--- src/rtl/dac7512_pkg.sv ---
// Shared types and helpers for the DAC7512 serial write driver.
// Frame layout: two zero bits, power-down mode, 12-bit code.
package dac7512_pkg;

  localparam int FRAME_BITS = 16;

  typedef enum logic [1:0] {
    IDLE,
    SHIFT,
    GAP
  } state_t;

  function automatic logic [FRAME_BITS-1:0] build_frame(
    input logic [1:0]  pd,
    input logic [11:0] data
  );
    return {2'b00, pd, data};
  endfunction

endpackage

--- src/rtl/spi_clk_div.sv ---
// Half-period tick generator for SCK.
// The count is held at zero while disabled, so each frame starts aligned.
module spi_clk_div #(
  parameter int CLK_DIV = 1
) (
  input  logic clk,
  input  logic rst,
  input  logic i_en,
  output logic o_tick
);

  localparam int W = $clog2(CLK_DIV + 1);
  localparam logic [W-1:0] LAST = W'(CLK_DIV - 1);

  logic [W-1:0] r_cnt;

  always_ff @(posedge clk or posedge rst) begin
    if (rst) begin
      r_cnt <= '0;
    end else if (!i_en || r_cnt == LAST) begin
      r_cnt <= '0;
    end else begin
      r_cnt <= r_cnt + 1'b1;
    end
  end

  assign o_tick = i_en && (r_cnt == LAST);

endmodule

--- src/rtl/dac7512_tx.sv ---
// DAC7512 serial write driver: 16-bit MSB-first frame, DAC samples on
// falling SCK, one-deep pending register for back-to-back requests.
module dac7512_tx #(
  parameter int CLK_DIV = 1,
  parameter int GAP_CYC = 2
) (
  input  logic        clk,
  input  logic        rst,
  input  logic        en,
  input  logic [11:0] data,
  input  logic [1:0]  pd,
  output logic        cs,
  output logic        sck,
  output logic        sdi,
  output logic        busy,
  output logic        done,
  output logic        ovf
);

  import dac7512_pkg::*;

  localparam int GW = $clog2(GAP_CYC + 1);
  localparam logic [GW-1:0] GAP_LAST = GW'(GAP_CYC - 1);
  localparam logic [4:0] ALL_BITS = 5'(FRAME_BITS);

  state_t r_state;
  state_t w_state_nxt;

  logic [FRAME_BITS-1:0] r_shift, w_shift_nxt;
  logic [FRAME_BITS-1:0] r_pend, w_pend_nxt;
  logic [FRAME_BITS-1:0] w_new, w_src;
  logic [4:0] r_bits, w_bits_nxt;
  logic [GW-1:0] r_gap, w_gap_nxt;
  logic r_pend_vld, w_pend_vld_nxt;
  logic r_cs, w_cs_nxt;
  logic r_sck, w_sck_nxt;
  logic r_sdi, w_sdi_nxt;
  logic r_busy, w_busy_nxt;
  logic r_done, w_done_nxt;
  logic r_ovf, w_ovf_nxt;
  logic w_tick;
  logic w_start;

  spi_clk_div #(
    .CLK_DIV(CLK_DIV)
  ) u_div (
    .clk    (clk),
    .rst    (rst),
    .i_en   (r_state == SHIFT),
    .o_tick (w_tick)
  );

  always_ff @(posedge clk or posedge rst) begin
    if (rst) begin
      r_state    <= IDLE;
      r_shift    <= '0;
      r_pend     <= '0;
      r_pend_vld <= 1'b0;
      r_bits     <= '0;
      r_gap      <= '0;
      r_cs       <= 1'b1;
      r_sck      <= 1'b1;
      r_sdi      <= 1'b0;
      r_busy     <= 1'b0;
      r_done     <= 1'b0;
      r_ovf      <= 1'b0;
    end else begin
      r_state    <= w_state_nxt;
      r_shift    <= w_shift_nxt;
      r_pend     <= w_pend_nxt;
      r_pend_vld <= w_pend_vld_nxt;
      r_bits     <= w_bits_nxt;
      r_gap      <= w_gap_nxt;
      r_cs       <= w_cs_nxt;
      r_sck      <= w_sck_nxt;
      r_sdi      <= w_sdi_nxt;
      r_busy     <= w_busy_nxt;
      r_done     <= w_done_nxt;
      r_ovf      <= w_ovf_nxt;
    end
  end

  always_comb begin
    w_state_nxt    = r_state;
    w_shift_nxt    = r_shift;
    w_pend_nxt     = r_pend;
    w_pend_vld_nxt = r_pend_vld;
    w_bits_nxt     = r_bits;
    w_gap_nxt      = r_gap;
    w_cs_nxt       = r_cs;
    w_sck_nxt      = r_sck;
    w_sdi_nxt      = r_sdi;
    w_done_nxt     = 1'b0;
    w_ovf_nxt      = 1'b0;
    w_start        = 1'b0;
    w_new          = build_frame(pd, data);
    w_src          = r_pend_vld ? r_pend : w_new;

    unique case (r_state)
      IDLE: begin
        if (r_pend_vld || en) w_start = 1'b1;
      end
      SHIFT: begin
        if (w_tick) begin
          if (r_sck) begin
            w_sck_nxt  = 1'b0;
            w_bits_nxt = r_bits + 5'd1;
          end else if (r_bits == ALL_BITS) begin
            w_sck_nxt   = 1'b1;
            w_cs_nxt    = 1'b1;
            w_sdi_nxt   = 1'b0;
            w_done_nxt  = 1'b1;
            w_gap_nxt   = '0;
            w_state_nxt = GAP;
          end else begin
            w_sck_nxt   = 1'b1;
            w_shift_nxt = r_shift << 1;
            w_sdi_nxt   = r_shift[FRAME_BITS-2];
          end
        end
      end
      GAP: begin
        if (r_gap == GAP_LAST) begin
          if (r_pend_vld) w_start = 1'b1;
          else w_state_nxt = IDLE;
        end else begin
          w_gap_nxt = r_gap + 1'b1;
        end
      end
      default: w_state_nxt = IDLE;
    endcase

    if (w_start) begin
      w_shift_nxt = w_src;
      w_sdi_nxt   = w_src[FRAME_BITS-1];
      w_cs_nxt    = 1'b0;
      w_sck_nxt   = 1'b1;
      w_bits_nxt  = '0;
      w_state_nxt = SHIFT;
    end

    // A request consumed directly by an idle start never touches pending.
    if (w_start && r_pend_vld) begin
      w_pend_vld_nxt = en;
      if (en) w_pend_nxt = w_new;
    end else if (!w_start && en) begin
      w_ovf_nxt      = r_pend_vld;
      w_pend_nxt     = w_new;
      w_pend_vld_nxt = 1'b1;
    end

    w_busy_nxt = (w_state_nxt != IDLE);
  end

  assign cs   = r_cs;
  assign sck  = r_sck;
  assign sdi  = r_sdi;
  assign busy = r_busy;
  assign done = r_done;
  assign ovf  = r_ovf;

endmodule

--- config.mk ---
export PLATFORM = sky130hd
export DESIGN_NAME = dac7512_tx
export DESIGN_NICKNAME = d
export VERILOG_FILES = /design/src/rtl/dac7512_pkg.sv /design/src/rtl/spi_clk_div.sv /design/src/rtl/dac7512_tx.sv
export SDC_FILE = /design/constraint.sdc
export NUM_CORES = 1
export LEC_CHECK = 0
export ABC_CLOCK_PERIOD_IN_PS = 1600
export BUFFER_PORTS_ARGS = -buffer_cell sky130_fd_sc_hd__buf_4
export CAP_MARGIN = 25
export CORE_MARGIN = 1.5
export CORE_UTILIZATION = 35
export DETAILED_ROUTE_END_ITERATION = 16
export GPL_ROUTABILITY_DRIVEN = 0
export GPL_TIMING_DRIVEN = 0
export PLACE_DENSITY = 0.57
export SLEW_MARGIN = 10
export SYNTH_ARGS = -nofsm -noshare
export SYNTH_HDL_FRONTEND = slang
export SYNTH_SLANG_ARGS = --single-unit
export TNS_END_PERCENT = 1
--- constraint.sdc ---
create_clock -name clk -period 1.6 [get_ports clk]
set_input_delay 0.32 -clock clk [delete_from_list [all_inputs] [get_ports clk]]
set_output_delay 0.32 -clock clk [all_outputs]
set_load 0.01 [all_outputs]
**Yosys cells after proc, flatten, opt, wreduce, memory -nomap -nowiden**

Cells that the tools add are included.

- Bitwise logic cells: 1
- Equality and inequality tests: 11
- Mux-type cells: 52
- Reductions and logical operators: 22
- $add $sub $neg: 3

Operators with widths:

| operator | count |
|---|---|
| $mux 15 | 5 |
| $mux 16 | 4 |
| $mux 1 | 26 |
| $mux 2 | 10 |
| $mux 5 | 4 |
| $reduce_bool 2->1 | 7 |
| $ne 2x2->1 const B | 6 |
| $reduce_and 4->1 | 2 |
| $pmux 2 s3 | 1 |
| $reduce_and 3->1 | 2 |
| $add 5x1->5 const B | 1 |
| $eq 5x5->1 const B | 1 |
| $reduce_and 5->1 | 1 |
| $eq 2x1->1 const B | 2 |
| $pmux 2 s2 | 1 |
| $reduce_and 2->1 | 2 |
| $logic_and 1x1->1 | 3 |
| $add 2x1->2 const B | 1 |
| $eq 2x2->1 const B | 1 |
| $logic_not 1->1 | 2 |
| $logic_not 2->1 | 1 |
| $logic_or 1x1->1 | 2 |
| $ne 2x1->1 const B | 1 |
| $pmux 1 s2 | 1 |
| other kinds (2) | 2 |

- Bits of input ports: 17
- Logic and storage cells: 102
- Output and inout bits: 6
- Bits in registers: 48

**Logic depth before layout (Yosys ltp)**

- Depth in word-level cells: 7
- Depth in mapped cells: 7
- Mapped depth without buffers: 5

**By module**

Synthesis repeated with hierarchy kept, for this count alone.

- Cell total of the unflattened synthesis: 175
- Area, all modules: 2203.4 um^2

Modules (own cells, without submodules):

| module | times used | sequential area each (um^2) | area an instance (um^2) | cells an instance |
|---|---|---|---|---|
| dac7512_tx | 1 | 1128.6 | 2157.1 | 171 |
| spi_clk_div | 1 | 25.0 | 46.3 | 4 |

**Worst setup path after synthesis**

Ideal clock, no wire load.

- Path kind: register -> register
- Start point: reg r_state[1]
- End point: reg r_pend[0]
- Setup time: 125 ps
- Setup slack: 25 ps
- Cell stages (with the launch flop): 4
- Period minus slack after synthesis: 1575 ps
- Data required time: 1475 ps
- Data arrival time: 1450 ps
- Path buffers: 1
- Path through: dfrtp_1 o31ai_2 buf_2 mux2_2

- Longest elaborated chain between the ends: 6
- Elaborated cells on any way between the ends: 10
- Classes of those cells: eq/ne (2); mux (2); reduce/logical (6)

RTL lines:

| item | RTL line | source |
|---|---|---|
| start: declaration | dac7512_tx.sv:26 | `state_t r_state;` |
| start signal: assignment | dac7512_tx.sv:68 | `r_state <= w_state_nxt;` |
| $eq 2x2->1 or $logic_not 2->1 (tied branches) | dac7512_tx.sv:99 | `unique case (r_state)` |
| $pmux 1 s2 * | dac7512_tx.sv:99 |  |
| $logic_not 1->1 | dac7512_tx.sv:146 | `end else if (!w_start && en) begin` |
| $logic_and 1x1->1 | dac7512_tx.sv:146 |  |
| $reduce_bool 2->1 (no source line) | -- |  |
| $reduce_and 2->1 (no source line) | -- |  |
| end signal: assignment | dac7512_tx.sv:70 | `r_pend <= w_pend_nxt;` |
| end: declaration | dac7512_tx.sv:30 | `logic [FRAME_BITS-1:0] r_pend, w_pend_nxt;` |

Mark *: on every way between the ends. The rest lies on a longest branch, timed or not.
A chain may end at the register's enable or synchronous reset.

**Worst setup path in the final report**

- Start point: reg r_state[1]
- End point: reg r_shift[0]

- Longest elaborated chain between the ends: 4
- Elaborated cells on any way between the ends: 11
- Classes of those cells: eq/ne (4); mux (2); reduce/logical (5)

RTL lines:

| item | RTL line | source |
|---|---|---|
| $eq 2x2->1, or another cell as far along | dac7512_tx.sv:99 |  |
| $pmux 1 s2 or $logic_and 1x1->1 (tied branches) | dac7512_tx.sv:99, spi_clk_div.sv:27 |  |
| $ne 2x2->1 (no source line), or another cell as far along | -- |  |
| $reduce_and 4->1 (no source line) | -- |  |
| end signal: assignment | dac7512_tx.sv:69 | `r_shift <= w_shift_nxt;` |
| end: declaration | dac7512_tx.sv:29 | `logic [FRAME_BITS-1:0] r_shift, w_shift_nxt;` |

Several ways; a longest one is shown, not always the timed one.

==> results.toml <==
[worst_setup_path]
crit_end = "r_shift[0]"
critical_path_arrival_ns = 1.78
crit_buf_inv = 2
slowest_delay_ns = 0.52
cp_slowest_cell = "or4b_4"
crit_cells = 5
worstSetupStartpoint = "r_state[1]"
startpoint_type = "register"
r2r-start = "r_state[1]"
required_ns = 1.77
path_class = "register to register"
worstPathCellList = "or4b_4 > buf_6 > buf_8 > o21ai_1 > mux2i_1"
regToRegEndpoint = "r_shift[0]"
rrSetupSlack_ns = -0.01
crit_family = "simple AND/OR/NAND/NOR gates"
endpoint_kind = "register"
crit_fanout = 10
ff2ff_path_depth = 5

[die]
die_h_um = 83.2
dieArea_um2 = 6920
io_pins = 23
core_um2 = 6280
die_x_um = 83.2
row_count = 29
initial_core_util_pct = 35.9

[pwr]
p_total_uw = 4300
ir_drop_mv = 0.566
p_per_area_nw_per_um2 = 1560
p_leak_uw = 0.00115

[clock_tree]
clock-sinks = 46
cts_max_level = 2
cts_buffers = 5
insertion_delay_ns = 0.30
cts_root_buf = "clkbuf_8"
clk_pin_slew_ns = 0.09
clk_path_buf_depth = 2
cts_hold_buf = 0
cts_tree = "done"

[global_routing]
grt_pass1_vias = 1768
groute.usage.overall_pct = 15.3
antenna_found_initial = 0
grt_max_degree = 30
grt_pass1_wl_um = 8610
overflow = 0

[detailed_routing]
wire_per_inst_um = 15.3
vias = 1662
route.met3.wl_um = 155
met1_length_um = 2360
viasPerCell = 5.31
drt-total-wl_um = 4790
drc_errors = 0
drt-initial-drc-count = 82
drtPass1Iterations = 4
wl_met2_um = 2210
highest_layer = "met4"
ant_nets = 0

[status]
violations = "setup timing"
status = "finished with violations"

[sta]
layout_min_cycle_time_ns = 1.61
rsz0062_at_grt = "yes"
final_max_slew_viol_count = 0
hold_viol = 0
worst_clock_skew_ns = 0.0114
fin_setup_tns_ns = -0.0339
max_freq_mhz = 621
setup_viol = 5
setup_ws_ns = -0.0115
finalCritPeriodShare_pct = 101

[layout]
drive_above_1_share_pct = 39.8
fill_cells = 610
syn_to_final_growth_pct = 22.4
nNetsFinal = 255
design_area_um2 = 2760
stdcell_count = 313
diodes = 0

[logic_synthesis]
synth_largest_area_cell = "dfrtp_1"
async_flop_share_pct = 100
synth_cells = 204
synthTopCellsByArea = "dfrtp_1 (49%), mux2_2 (14%), a211oi_1 (4.3%), nand3_1 (4.2%), a31oi_1 (3.6%)"
synth_top_family_by_area = "compound AO/OA/AOI/OAI gates"
synth_area_um2 = 2250
synthFlopType = "dfrtp_1"
synth-xor-area-share_pct = 0.389
synthMuxAreaShare_pct = 15.3
ys_seq_elements = 46
synth_top_area_share_pct = 48.9
synthSimpleGateAreaFrac_pct = 9.83
synth_compound_area_share_pct = 16.8
ys_types = 33
syn-mean-instance-area_um2 = 11.0
synth.net_count = 224
yosysWarnings = 0
yosysSeqAreaShare_pct = 51.2
synth-edff-count = 0
synthAdderAreaFrac_pct = 1.67

[placement]
dpl-instance-area_um2 = 2530
post-dp-hpwl_um = 3300
dpl.cell_count = 304
numPortBuffers = 22

[min_path]
hold_path.class = "input pin to asynchronous set/reset pin"

[flow_run]
cap_viol_max_count = 0
## power breakdown
part	internal, uW	switching (uW)
sequential	1550	248
combinational	859	912
clock	308	425
## final cells by class
| cell class | count | area (um^2) | area share (%) |
|---|---|---|---|
| repair buffers | 25 | 198 | 7.17 |
| multi-input cells | 135 | 1070 | 38.7 |
| flip-flops and latches | 46 | 1160 | 41.9 |
| inverters | 7 | 26.3 | 0.953 |
| clock buffers | 5 | 68.8 | 2.50 |
| plain buffers | 15 | 123 | 4.45 |
| well taps | 77 | 96.3 | 3.49 |
| clock inverters | 3 | 21.3 | 0.771 |
## per-layer routing
layer / GRT usage [%] / vias up
met3: 3.88 / 6
li1: - / 811
met1: 21.2 / 823
met4: 4.55 / 0
met5: 0 / -
met2: 23.7 / 22
## registers in the layout, summed over array words and instances (netlist names)
name	flops
r_shift	15
r_pend	14
r_bits	5
r_gap	2
r_state	2
busy	1
cs	1
done	1
ovf	1
r_pend_vld	1
sck	1
sdi	1
u_div.r_cnt	1
## worst register-to-register path, cell delays in order (launching register included)
cell	delay, ns
dfrtp_2	0.48
or4b_4	0.52
buf_6	0.15
buf_8	0.13
o21ai_1	0.12
mux2i_1	0.08
## kinds of logic after synthesis
logic type	after synthesis
adder cells (fa/ha/maj)	3
multiplexers	31
AND/OR/NAND/NOR	37
flip-flops	46
XOR/XNOR	1
buffers and inverters	23
AO/OA/AOI/OAI	62
other	1
## through the flow
stage / setup slack [ns] / util, % / hold slack (ns)
after CTS: -0.0103 / 43.3 / 0.0234
after detailed placement: -0.297 / 40.4 / 0.353
after floorplan: 0.0250 / - / 0.433
after global placement: -0.551 / 40.0 / 0.474
final: -0.0115 / 43.9 / 0.00966
after global routing: -0.0914 / 43.9 / 0.0463
## cell usage after synthesis, types with 3 or more instances
cell type	count
nand3_1	19
clkbuf_1	7
mux2_2	27
o21ai_1	9
nand2_1	4
a21oi_1	9
or3_1	3
ha_1	3
buf_2	8
dfrtp_1	44
mux2i_1	4
inv_1	7
o21ai_0	12
a31oi_1	13
a211oi_1	13
nor2_1	3
## placed cells by master (no fill, tap or decap), types with 3 or more instances in the layout
master	n
o21ai_1	11
nand2_1	3
nand3_1	19
mux2_2	27
clkbuf_2	3
clkbuf_8	6
dfrtp_1	42
or3_1	3
nor2_1	3
buf_2	4
buf_4	24
mux2i_1	4
a31oi_1	13
a211oi_1	9
inv_1	6
o21ai_0	9
buf_6	4
a21oi_1	8
a211oi_2	4
ha_1	3
## timing repair
action                     CTS  global route
gates resized for setup     25            14
pin swaps                    4             1
setup endpoints to repair   32            32
buffers inserted             1             0
gates cloned                 1             0
## how the worst min path moves through the flow
stage                     cells past startpoint           to
after CTS                                     2    r_bits[3]
final                                         2  r_shift[11]
after global routing                          2  r_shift[11]
after floorplan                               2          ovf
after global placement                        1     r_gap[0]
after detailed placement                      2  r_shift[11]
Note: power is estimated with default switching activity, not from simulation.
